**src/rtl/serial_adder.sv**
```systemverilog
// Digit-serial adder: WIDTH-bit operands consumed DIGIT bits per clock with a registered carry.
// Optional subtract mode and the sub port are enabled by defining SERADD_SUB_EN.
module serial_adder #(
  parameter int WIDTH = 8,
  parameter int DIGIT = 1
) (
  input  logic             clk,
  input  logic             rst_n,
  input  logic             start,
  input  logic [WIDTH-1:0] a,
  input  logic [WIDTH-1:0] b,
  input  logic             cin,
`ifdef SERADD_SUB_EN
  input  logic             sub,
`endif
  output logic             ready,
  output logic             done,
  output logic [WIDTH-1:0] sum,
  output logic             cout,
  output logic             ovf
);
  localparam int NDIG = WIDTH / DIGIT;
  localparam int CW   = $clog2(NDIG + 1);

  typedef enum logic [1:0] {IDLE, RUN, DONE} state_t;

  state_t           state_q, state_d;
  logic [CW-1:0]    cnt_q, cnt_d;
  logic [WIDTH-1:0] a_q, a_d, b_q, b_d, psum_q, psum_d, sum_q, sum_d;
  logic             carry_q, carry_d, inv_q, inv_d;
  logic             cout_q, cout_d, ovf_q, ovf_d;
  logic [DIGIT:0]   dig;
  logic             dig_ovf;
  logic             sub_req;

`ifdef SERADD_SUB_EN
  assign sub_req = sub;
`else
  assign sub_req = 1'b0;
`endif

  assign dig = {1'b0, a_q[DIGIT-1:0]} + {1'b0, b_q[DIGIT-1:0]} + {{DIGIT{1'b0}}, carry_q};
  // Same-sign operands producing a different-sign MSB equals carry-in XOR carry-out of the MSB.
  assign dig_ovf = (a_q[DIGIT-1] == b_q[DIGIT-1]) && (dig[DIGIT-1] != a_q[DIGIT-1]);

  always_comb begin
    state_d = state_q;
    cnt_d   = cnt_q;
    a_d     = a_q;
    b_d     = b_q;
    psum_d  = psum_q;
    carry_d = carry_q;
    inv_d   = inv_q;
    sum_d   = sum_q;
    cout_d  = cout_q;
    ovf_d   = ovf_q;
    case (state_q)
      IDLE, DONE: begin
        if (start) begin
          // Subtraction is a + ~b + ~cin; the final carry is inverted back into a borrow.
          a_d     = a;
          b_d     = sub_req ? ~b : b;
          carry_d = cin ^ sub_req;
          inv_d   = sub_req;
          psum_d  = '0;
          cnt_d   = CW'(NDIG);
          state_d = RUN;
        end else begin
          state_d = IDLE;
        end
      end
      RUN: begin
        psum_d  = (WIDTH'(dig[DIGIT-1:0]) << (WIDTH - DIGIT)) | (psum_q >> DIGIT);
        a_d     = a_q >> DIGIT;
        b_d     = b_q >> DIGIT;
        carry_d = dig[DIGIT];
        cnt_d   = cnt_q - 1'b1;
        if (cnt_q == CW'(1)) begin
          sum_d   = psum_d;
          cout_d  = dig[DIGIT] ^ inv_q;
          ovf_d   = dig_ovf;
          state_d = DONE;
        end
      end
      default: state_d = IDLE;
    endcase
  end

  always_ff @(posedge clk or negedge rst_n) begin
    if (!rst_n) begin
      state_q <= IDLE;
      cnt_q   <= '0;
      a_q     <= '0;
      b_q     <= '0;
      psum_q  <= '0;
      carry_q <= 1'b0;
      inv_q   <= 1'b0;
      sum_q   <= '0;
      cout_q  <= 1'b0;
      ovf_q   <= 1'b0;
    end else begin
      state_q <= state_d;
      cnt_q   <= cnt_d;
      a_q     <= a_d;
      b_q     <= b_d;
      psum_q  <= psum_d;
      carry_q <= carry_d;
      inv_q   <= inv_d;
      sum_q   <= sum_d;
      cout_q  <= cout_d;
      ovf_q   <= ovf_d;
    end
  end

  assign ready = (state_q != RUN);
  assign done  = (state_q == DONE);
  assign sum   = sum_q;
  assign cout  = cout_q;
  assign ovf   = ovf_q;
endmodule

```
**config.mk**
```make
export PLATFORM = sky130hd
export DESIGN_NAME = serial_adder
export DESIGN_NICKNAME = d
export VERILOG_FILES = /design/src/rtl/serial_adder.sv
export SDC_FILE = /design/constraint.sdc
export NUM_CORES = 1
export LEC_CHECK = 0
export ABC_AREA = 1
export BUFFER_PORTS_ARGS = -buffer_cell sky130_fd_sc_hd__buf_4
export CORE_MARGIN = 1.5
export CORE_UTILIZATION = 31
export DETAILED_ROUTE_END_ITERATION = 7
export PLACE_DENSITY = 0.49
export REMOVE_ABC_BUFFERS = 1
export SKIP_CTS_REPAIR_TIMING = 1
export SYNTH_ARGS = -nofsm -noshare
export SYNTH_HDL_FRONTEND = slang
export SYNTH_SLANG_ARGS = --single-unit
```
**constraint.sdc**
```tcl
create_clock -name clk -period 1.9 [get_ports clk]
set_clock_uncertainty 0.05 [all_clocks]
set_input_delay 0.19 -clock clk [delete_from_list [all_inputs] [get_ports clk]]
set_output_delay 0.19 -clock clk [all_outputs]
set_load 0.01 [all_outputs]
```
# After elaboration in Yosys (flattened, before gate mapping)
# Index checks and enable logic that the tools add are counted.
# W data, S select, Z words.
[op_classes]
addsub = 3
eq_ne = 8
n_mux = 13
bitwise_logic = 1
n_reduce_logical = 6
[ops]
columns = ["operator", "n"]
rows = [
  ["$pmux W8 S2", 3],
  ["$mux W8", 3],
  ["$or A8 B7 Y8", 1],
  ["$pmux W4 S2", 1],
  ["$eq A4 B1 Y1 const B", 1],
  ["$mux W4", 1],
  ["$ne A2 B2 Y1 const B", 2],
  ["$pmux W2 S2", 1],
  ["$reduce_and A2 Y1", 2],
  ["$sub A4 B1 Y4 const B", 1],
  ["$add A1 B1 Y2", 1],
  ["$add A2 B1 Y2", 1],
  ["$eq A2 B1 Y1 const B", 1],
  ["$eq A2 B2 Y1 const B", 1],
  ["$logic_not A2 Y1", 1],
  ["$mux W1", 2],
  ["$mux W2", 1],
  ["$ne A2 B1 Y1 const B", 1],
  ["$pmux W1 S2", 1],
  ["$reduce_bool A2 Y1", 1],
  ["$reduce_or A2 Y1", 1],
  ["$eq A1 B1 Y1", 1],
  ["$logic_and A1 B1 Y1", 1],
  ["$ne A1 B1 Y1", 1],
]
[totals]
register_bits = 41
input_bits = 20
output_inout_bits = 12

# Longest topological paths before layout
# Gate-level depths: netlist of the first run.
[logic_depth]
ltp_word = 4
ltp_mapped = 7
mapped_depth_nobuf = 7

# Least setup slack after synthesis of the first run
# Ideal clock, no wire load.
[synth_timing]
path_type = "reg-to-reg"
from = "register a_q[0]"
to = "register ovf_q (netlist: ovf)"
setup_ns = 0.116
t_arrival_ns = 1.238
required_ns = 1.734
setup_slack_ns = 0.496
path_stages_with_launch = 8
synth_period_minus_slack_ns = 1.404
cell_sequence = "dfrtp_1 inv_1 fa_1 nor2_1 nand2_1 nand2_1 nand2_1 nand2_1"
[synth_between]
elab_chain_len = 4
[synth_rtl]
columns = ["item", "line", "rtl"]
rows = [
  ["from (decl)", "29", "logic [WIDTH-1:0] a_q, a_d, b_q, b_d, psum_q, psum_d, sum_q, sum_d;"],
  ["from (signal assigned)", "93", "a_q <= '0;"],
  ["from (signal assigned)", "104", "a_q <= a_d;"],
  ["$add A1 B1 Y2", "42", "assign dig = {1'b0, a_q[DIGIT-1:0]} + {1'b0, b_q[DIGIT-1:0]} + {{DIGIT{1'b0}}, carry_q};"],
  ["$add A2 B1 Y2", "42", ""],
  ["$ne A1 B1 Y1", "44", "assign dig_ovf = (a_q[DIGIT-1] == b_q[DIGIT-1]) && (dig[DIGIT-1] != a_q[DIGIT-1]);"],
  ["$logic_and A1 B1 Y1 *", "44", ""],
  ["to (signal assigned)", "111", "ovf_q <= ovf_d;"],
  ["to (decl)", "31", "logic cout_q, cout_d, ovf_q, ovf_d;"],
]
# Mark *: on every way between the ends. The rest lies on a longest branch, timed or not.
# A chain may end at the register's enable or synchronous reset.

# Worst setup path after layout of the first run
[layout_timing]
from = "register state_q[1]"
to = "output port ready"
[layout_between]
elab_chain_len = 1
[layout_rtl]
columns = ["item", "line", "rtl"]
rows = [
  ["from (decl)", "27", "state_t state_q, state_d;"],
  ["from (signal assigned)", "102", "state_q <= state_d;"],
  ["$ne A2 B1 Y1", "115", "assign ready = (state_q != RUN);"],
  ["to (decl)", "16", "output logic ready,"],
]
# No other way between the ends.

==> flow_summary.ini, run 1 <==
[run_status]
status = finished clean

[global_route]
grt_max_degree = 41
grt_pass1_wl_mm = 5.91
grt_usage = 0.122
gr-usage-met2 = 0.191
grt-ovfl-total = 0
grt_busiest_layer = met2
grt_pass1_vias = 1303
antenna_found_initial = 0
grt.met1_usage = 0.157
grt.met3_usage = 0.0368

[place]
io_buffer_count = 31
placed_cell_area_um2 = 2080
preCtsSetupSlack_ns = 0.417
place.gp.congestion = 0.756
dp_hpwl_mm = 2.24

[floorplan]
io_pins = 32
num_rows = 27
die_area_um2 = 6240
core_area_um2 = 5540
die_h_um = 79.0
start_util = 0.323
chipWidth_um = 79.0

[worst_setup_path]
arrival_ns = 1.27
reg2regPathDepth = 7
end_kind = output port
path_max_fanout = 9
start_kind = register
cp_data_required_time_ns = 1.66
critPathKind = reg2out

[cts]
clk_pin_slew_ns = 0.08
cts_tree = done
clock_latency_ns = 0.29
clock_sinks = 40
clockBufferDepth = 2
cts_root_buffer = clkbuf_8
cts_buffers = 5
htreeDepth = 2

[timing]
period_needed_ns = 1.51
rsz0062_at_grt = false
slew_viol_final = 0
worstMarginPinSlew_ns = 0.516
hold_viol_final = 0
max_clock_freq_mhz = 661
slew_headroom = 0.656
fin_ws_ns = 0.388
final-setup-viol-count = 0
tns_ns = 0
fin_crit_sh = 0.796

[job]
cap_violations = 0

[routing]
avgViaCountPerCell = 4.44
antenna_left = 0
drtPass1Iterations = 4
routedWlPerCell_um = 11.1
vias = 1328
wl_mm = 3.31
drtIter0Drc = 52
drc = 0

[layout]
multi_input_area_um2 = 661
final_nets = 249
n_fill_cell = 613
antenna_cells = 0
drive_above_1_share = 0.282
areaGrowthSynthToFinish_pct = 21.7
seq_area_um2 = 1000
design_area_um2 = 2180

[logic_synthesis]
synth_cells = 190
seq_area_frac_synth = 0.559
ys.warnings.count = 0
synth_cell_types = 22
syn_area_um2 = 1790
avgSynthCellArea_um2 = 9.42
ys_seq_elements = 40

[pwr]
p_leak_nw = 1.11
irDropWorstVdd_uv = 525
p_per_area_nw_per_um2 = 1610
power.total_mw = 3.51

[worst_hold_path]
hold_class = in2reg
hold_depth = 3
## state kept, by name (all words and copies together), names as in the netlist
register / cells
ovf: 1
carry_q: 1
state_q: 2
a_q: 8
psum_q: 7
cnt_q: 4
sum: 8
cout: 1
b_q: 8
## critical path, cell delays in order (launching register included)
cell and delay [ns]:
dfrtp_1 0.41, inv_1 0.08, nand2_1 0.13, buf_4 0.21
buf_4 0.15
## final timing paths
check                      slack (ns)  startpoint     end
hold / removal                   0.05        a[7]  a_q[7]
max in group asynchronous        1.07       rst_n  b_q[5]
min in group asynchronous        0.37       rst_n  sum[1]
hold reg to reg                  0.43      a_q[7]  a_q[7]
setup / recovery                 0.39  state_q[1]   ready
setup reg to reg                 0.39      a_q[0]     ovf
## logic make-up after synthesis
group / after synthesis / share of synthesized area
and+or+nand+nor: 106 / 0.269
buffers and inverters: 23 / 0.0713
adders and majority gates: 3 / 0.0252
DFF: 40 / 0.559
AOI/OAI and AO/OA: 18 / 0.0748
## cell usage in the layout, fill, tap and decap left out
cell type      instances
nand2_1               75
dfrtp_1               40
buf_4                 34
inv_1                 15
nand3_1               14
o21ai_2                9
o22ai_1                8
clkbuf_8               6
nor2_1                 5
nand3_2                4
nor2_2                 2
or2_2                  2
ha_1                   2
clkinv_2               2
inv_2                  1
nand2_4                1
inv_6                  1
nor2_4                 1
nand4_1                1
nand3_4                1
o21ai_0                1
fa_1                   1
dlygate4sd3_1          1
## final cells by class
type                    instances  area share
flip-flops and latches         40       0.460
well taps                      72      0.0414
multi-input cells             127       0.303
repair buffers                 35       0.122
inverters                      17      0.0316
clock buffers                   6      0.0379
clock inverters                 2     0.00460
## synthesized netlist by cell type, drive strengths merged
cell | n | area (µm²)
ha | 2 | 25.0
nand2 | 76 | 293
dfrtp | 40 | 1000
nand3 | 19 | 128
buf | 6 | 58.8
o21ai | 10 | 83.8
inv | 17 | 68.8
fa | 1 | 20.0
nand4 | 1 | 6.26
o22ai | 8 | 50.1
nor2 | 8 | 42.5
or2 | 2 | 12.5
## layer usage
metal / up-vias / wire length (µm)
met5: - / 0
met4: 0 / 55
met3: 7 / 190
met2: 37 / 1470
met1: 609 / 1590
li1: 675 / -
## power breakdown
part	switching (mW)	total (mW)	internal, mW
clock	0.286	0.575	0.290
sequential	0.203	1.44	1.23
combinational	0.861	1.49	0.633
total	1.35	3.51	2.16
## metrics by stage
step / cells / util / hold slack (ns)
floorplan: 184 / - / -0.156
global placement: 290 / 0.375 / 0.158
detailed placement: 290 / 0.375 / 0.158
CTS: 298 / 0.391 / -0.161
global route: 299 / 0.393 / 0.0557
finish: 299 / 0.393 / 0.0517
Power figures use the tool's default switching activity.
==> run 2: changes to the inputs <==
==> constraint.sdc (replaced) <==
create_clock -name clk -period 1.4 [get_ports clk]
set_clock_uncertainty 0.05 [all_clocks]
set_input_delay 0.14 -clock clk [delete_from_list [all_inputs] [get_ports clk]]
set_output_delay 0.14 -clock clk [all_outputs]
set_load 0.01 [all_outputs]
==> flow_summary.ini, run 2 (synthesized netlist as in run 1, its figures left out) <==
[place]
dp_hpwl_mm = 2.38
place.gp.congestion = 0.728
preCtsSetupSlack_ns = -0.0141
io_buffer_count = 31
placedCellCount = 296
placed_cell_area_um2 = 2130

[job]
cap_violations = 0

[timing]
slew_viol_final = 0
hold_viol_final = 2
rsz0062_at_grt = true
slew_headroom = 0.659
hold_slack_ns = -0.00584
final-setup-viol-count = 0
fin_ws_ns = 0.0299
fin_crit_sh = 0.979
worstMarginPinSlew_ns = 0.511
tns_ns = 0
max_clock_freq_mhz = 730
period_needed_ns = 1.37

[pwr]
power.total_mw = 5.08
p_leak_nw = 1.15
irDropWorstVdd_uv = 674
p_per_area_nw_per_um2 = 2230

[global_route]
antenna_found_initial = 0
grt_usage = 0.128
grt-ovfl-total = 0
grt_pass1_vias = 1359
grt_pass1_wl_mm = 6.03
grt_max_degree = 41

[layout]
final_cell_count_no_fill = 307
antenna_cells = 0
layout_common_cells = 74 x nand2_1, 39 x dfrtp_1, 39 x buf_4
n_fill_cell = 589
design_area_um2 = 2280
drive_above_1_share = 0.323
seq_area_um2 = 1000
final_nets = 257
areaGrowthSynthToFinish_pct = 27.4
postLayoutCoreUtil = 0.411
layout_commonest_cell = nand2_1
multi_input_area_um2 = 674

[cts]
clk_pin_slew_ns = 0.07
cts_root_buffer = clkbuf_8
cts_buffers = 5
clock_latency_ns = 0.29
cts_tree = done
clock_sinks = 40
clockBufferDepth = 2
htreeDepth = 2

[worst_setup_path]
start_kind = register
path_buf_inv = 1
cp_data_required_time_ns = 1.54
end_kind = register
cpMaxStageDelayCell = fa_1
arrival_ns = 1.51
crit_path_max_incr_delay_ns = 0.57
path_delay_family = adder cells
crit_path_frequent_cell = nand2_1
path_max_fanout = 3
startpoint = a_q[0]
worstReg2RegStart = a_q[0]
critPathKind = reg2reg
crit_chain = inv_2 -> fa_1 -> nor2_1 -> nand2_1 -> nand2_1 -> nand2_1 -> nand2_1

[floorplan]
num_rows = 27
chipWidth_um = 79.0
start_util = 0.323
die_h_um = 79.0
io_pins = 32
core_area_um2 = 5540
die_area_um2 = 6240

[run_status]
status = complete, but fails checks
violations = hold timing

[routing]
routedWlPerCell_um = 11.2
drtPass1Iterations = 4
drtIter0Drc = 62
drc = 0
wl_mm = 3.45
vias = 1368
antenna_left = 0
avgViaCountPerCell = 4.46

[worst_hold_path]
hp-start = b[7]
hold_class = in2reg
run 2: changes by cell type in the layout (fill, tap and decap cells not counted), moves of 2 or more:
cell	delta
inv_1	-3
buf_4	+5
buf_12	+2
clkbuf_1	+2
clkinv_2	-2
inv_2	+3
run 2: final cells by class:
type / instances / share of cell area
Multi-Input combinational cell: 127 / 0.296
Sequential cell: 40 / 0.440
Inverter: 17 / 0.0302
Timing Repair Buffer: 43 / 0.155
Clock buffer: 8 / 0.0395
Tap cell: 72 / 0.0395
run 2: worst paths after layout:
kind | to | cells after the start | slack [ns]
hold reg to reg | a_q[7] | 2 | 0.42
hold / removal | b_q[7] | 3 | -0.006
min in group asynchronous | sum[1] | 2 | 0.30
max in group asynchronous | state_q[0] | 2 | 0.63
setup / recovery | ovf | 7 | 0.03
setup reg to reg | ovf | 7 | 0.03
run 2: report_power, final:
part / internal [mW] / switching [mW] / leakage [nW] / total, mW
logic: 1.08 / 1.27 / 0.608 / 2.35
clock network: 0.402 / 0.384 / 0.0455 / 0.786
registers: 1.68 / 0.262 / 0.499 / 1.94
total: 3.16 / 1.91 / 1.15 / 5.08
run 2: metal layers:
layer / vias up / wire, µm / global-route usage
li1: 689 / - / -
met1: 629 / 1500 / 0.147
met2: 43 / 1650 / 0.216
met3: 7 / 229 / 0.0368
met4: 0 / 70 / 0.0632
met5: - / 0 / 0
run 2: worst register-to-register path, stage by stage (launching register included):
cell and delay (ns):
dfrtp_1 0.36, inv_2 0.05, fa_1 0.57, nor2_1 0.05, nand2_1 0.05, nand2_1 0.04
nand2_1 0.05, nand2_1 0.04
==> run 3: changes to the inputs <==
--- a/config.mk
+++ b/config.mk
@@ -10,7 +10,7 @@
 export CORE_MARGIN = 1.5
 export CORE_UTILIZATION = 31
 export DETAILED_ROUTE_END_ITERATION = 7
-export PLACE_DENSITY = 0.49
+export PLACE_DENSITY = 0.51
 export REMOVE_ABC_BUFFERS = 1
 export SKIP_CTS_REPAIR_TIMING = 1
 export SYNTH_ARGS = -nofsm -noshare
==> constraint.sdc (replaced) <==
create_clock -name clk -period 1.2 [get_ports clk]
set_clock_uncertainty 0.05 [all_clocks]
set_input_delay 0.12 -clock clk [delete_from_list [all_inputs] [get_ports clk]]
set_output_delay 0.12 -clock clk [all_outputs]
set_load 0.01 [all_outputs]
==> flow_summary.ini, run 3 (synthesized netlist as in run 1, its figures left out) <==
[global_route]
grt-ovfl-total = 0
grt_max_degree = 41
grt_pass1_wl_mm = 5.79
grt_usage = 0.118
grt_pass1_vias = 1333
antenna_found_initial = 0

[cts]
htreeDepth = 2
cts_buffers = 5
cts_root_buffer = clkbuf_8
clockBufferDepth = 2
cts_tree = done
clk_pin_slew_ns = 0.07
clock_latency_ns = 0.28
clock_sinks = 40

[routing]
drtIter0Drc = 32
drc = 0
wl_mm = 3.50
antenna_left = 0
routedWlPerCell_um = 11.0
avgViaCountPerCell = 4.39
drtPass1Iterations = 4
vias = 1393

[timing]
slew_headroom = 0.665
hold_viol_final = 1
worstMarginPinSlew_ns = 0.503
fin_crit_sh = 1.15
slew_viol_final = 0
fin_ws_ns = -0.178
final-setup-viol-count = 5
period_needed_ns = 1.38
rsz0062_at_grt = true
tns_ns = -0.612
max_clock_freq_mhz = 726
hold_slack_ns = -0.000245

[run_status]
violations = hold timing, setup timing
status = complete, but fails checks

[worst_setup_path]
path_max_fanout = 3
start_kind = register
cp_data_required_time_ns = 1.33
arrival_ns = 1.51
critPathKind = reg2reg
end_kind = register

[job]
cap_violations = 0

[layout]
layout_commonest_cell = nand2_1
drive_above_1_share = 0.396
seq_area_um2 = 1000
n_fill_cell = 586
areaGrowthSynthToFinish_pct = 36.4
layout_common_cells = 66 x nand2_1, 41 x buf_4, 40 x dfrtp_1
multi_input_area_um2 = 734
final_nets = 267
antenna_cells = 0

[worst_hold_path]
hold_class = in2reg

[floorplan]
die_h_um = 79.0
chipWidth_um = 79.0
core_area_um2 = 5540
die_area_um2 = 6240
start_util = 0.323
io_pins = 32
num_rows = 27

[place]
place.gp.congestion = 0.726
io_buffer_count = 31
dp_hpwl_mm = 2.28

[pwr]
p_per_area_nw_per_um2 = 2590
p_leak_nw = 1.21
irDropWorstVdd_uv = 1030
power.total_mw = 6.31
==> run 3: cell types whose count changed in the layout (fill, tap and decap cells not counted), sizes merged <==
cell         previous run  this run
buf                    42        49
dlygate4sd3             1         4
==> run 3: path summary, 6_finish.rpt <==
kind / slack [ns] / depth (start not counted) / startpoint / to
max: -0.18 / 7 / a_q[0] / ovf
min: -0.0002 / 3 / b[6] / b_q[6]
max reg2reg: -0.18 / 7 / a_q[0] / ovf
min reg2reg: 0.42 / 2 / a_q[7] / a_q[7]
max in group asynchronous: 0.45 / 2 / rst_n / a_q[2]
min in group asynchronous: 0.30 / 2 / rst_n / sum[5]
==> run 3: final cells by class <==
cell class                 instances  share of cell area
clock buffer                       8              0.0369
timing repair buffer              53               0.187
multi-input combinational        127               0.301
sequential                        40               0.410
inverter                          17              0.0282
tap                               72              0.0369
==> run 3: worst max-delay path, stage by stage (launching register included) <==
cell and delay, ns:
dfrtp_1 0.36, inv_2 0.05, fa_2 0.59, nor2_1 0.05
nand2_1 0.05, nand2_1 0.04, nand2_1 0.05, nand2_1 0.04
==> run 3: report_power, final <==
part / internal (mW) / total, mW / switching (mW)
logic: 1.54 / 3.13 / 1.60
registers: 1.96 / 2.28 / 0.321
clock network: 0.469 / 0.898 / 0.429
==> run 3: metrics by stage <==
step | utilization | setup slack, ns | cells | instance area, µm²
floorplan | - | -0.205 | 184 | 1730
global placement | 0.395 | -0.145 | 302 | 2190
detailed placement | 0.395 | -0.184 | 302 | 2190
CTS | 0.412 | -0.279 | 310 | 2280
global route | 0.440 | -0.275 | 317 | 2440
finish | 0.440 | -0.178 | 317 | 2440
==> run 3: metal layers <==
layer / share of wire / up-vias / wire length [µm] / GRT usage
li1: - / 715 / - / -
met3: 0.044 / 5 / 155 / 0.0391
met5: 0 / - / 0 / 0
met2: 0.47 / 28 / 1650 / 0.196
met1: 0.47 / 645 / 1650 / 0.146
met4: 0.0097 / 0 / 34 / 0.0368
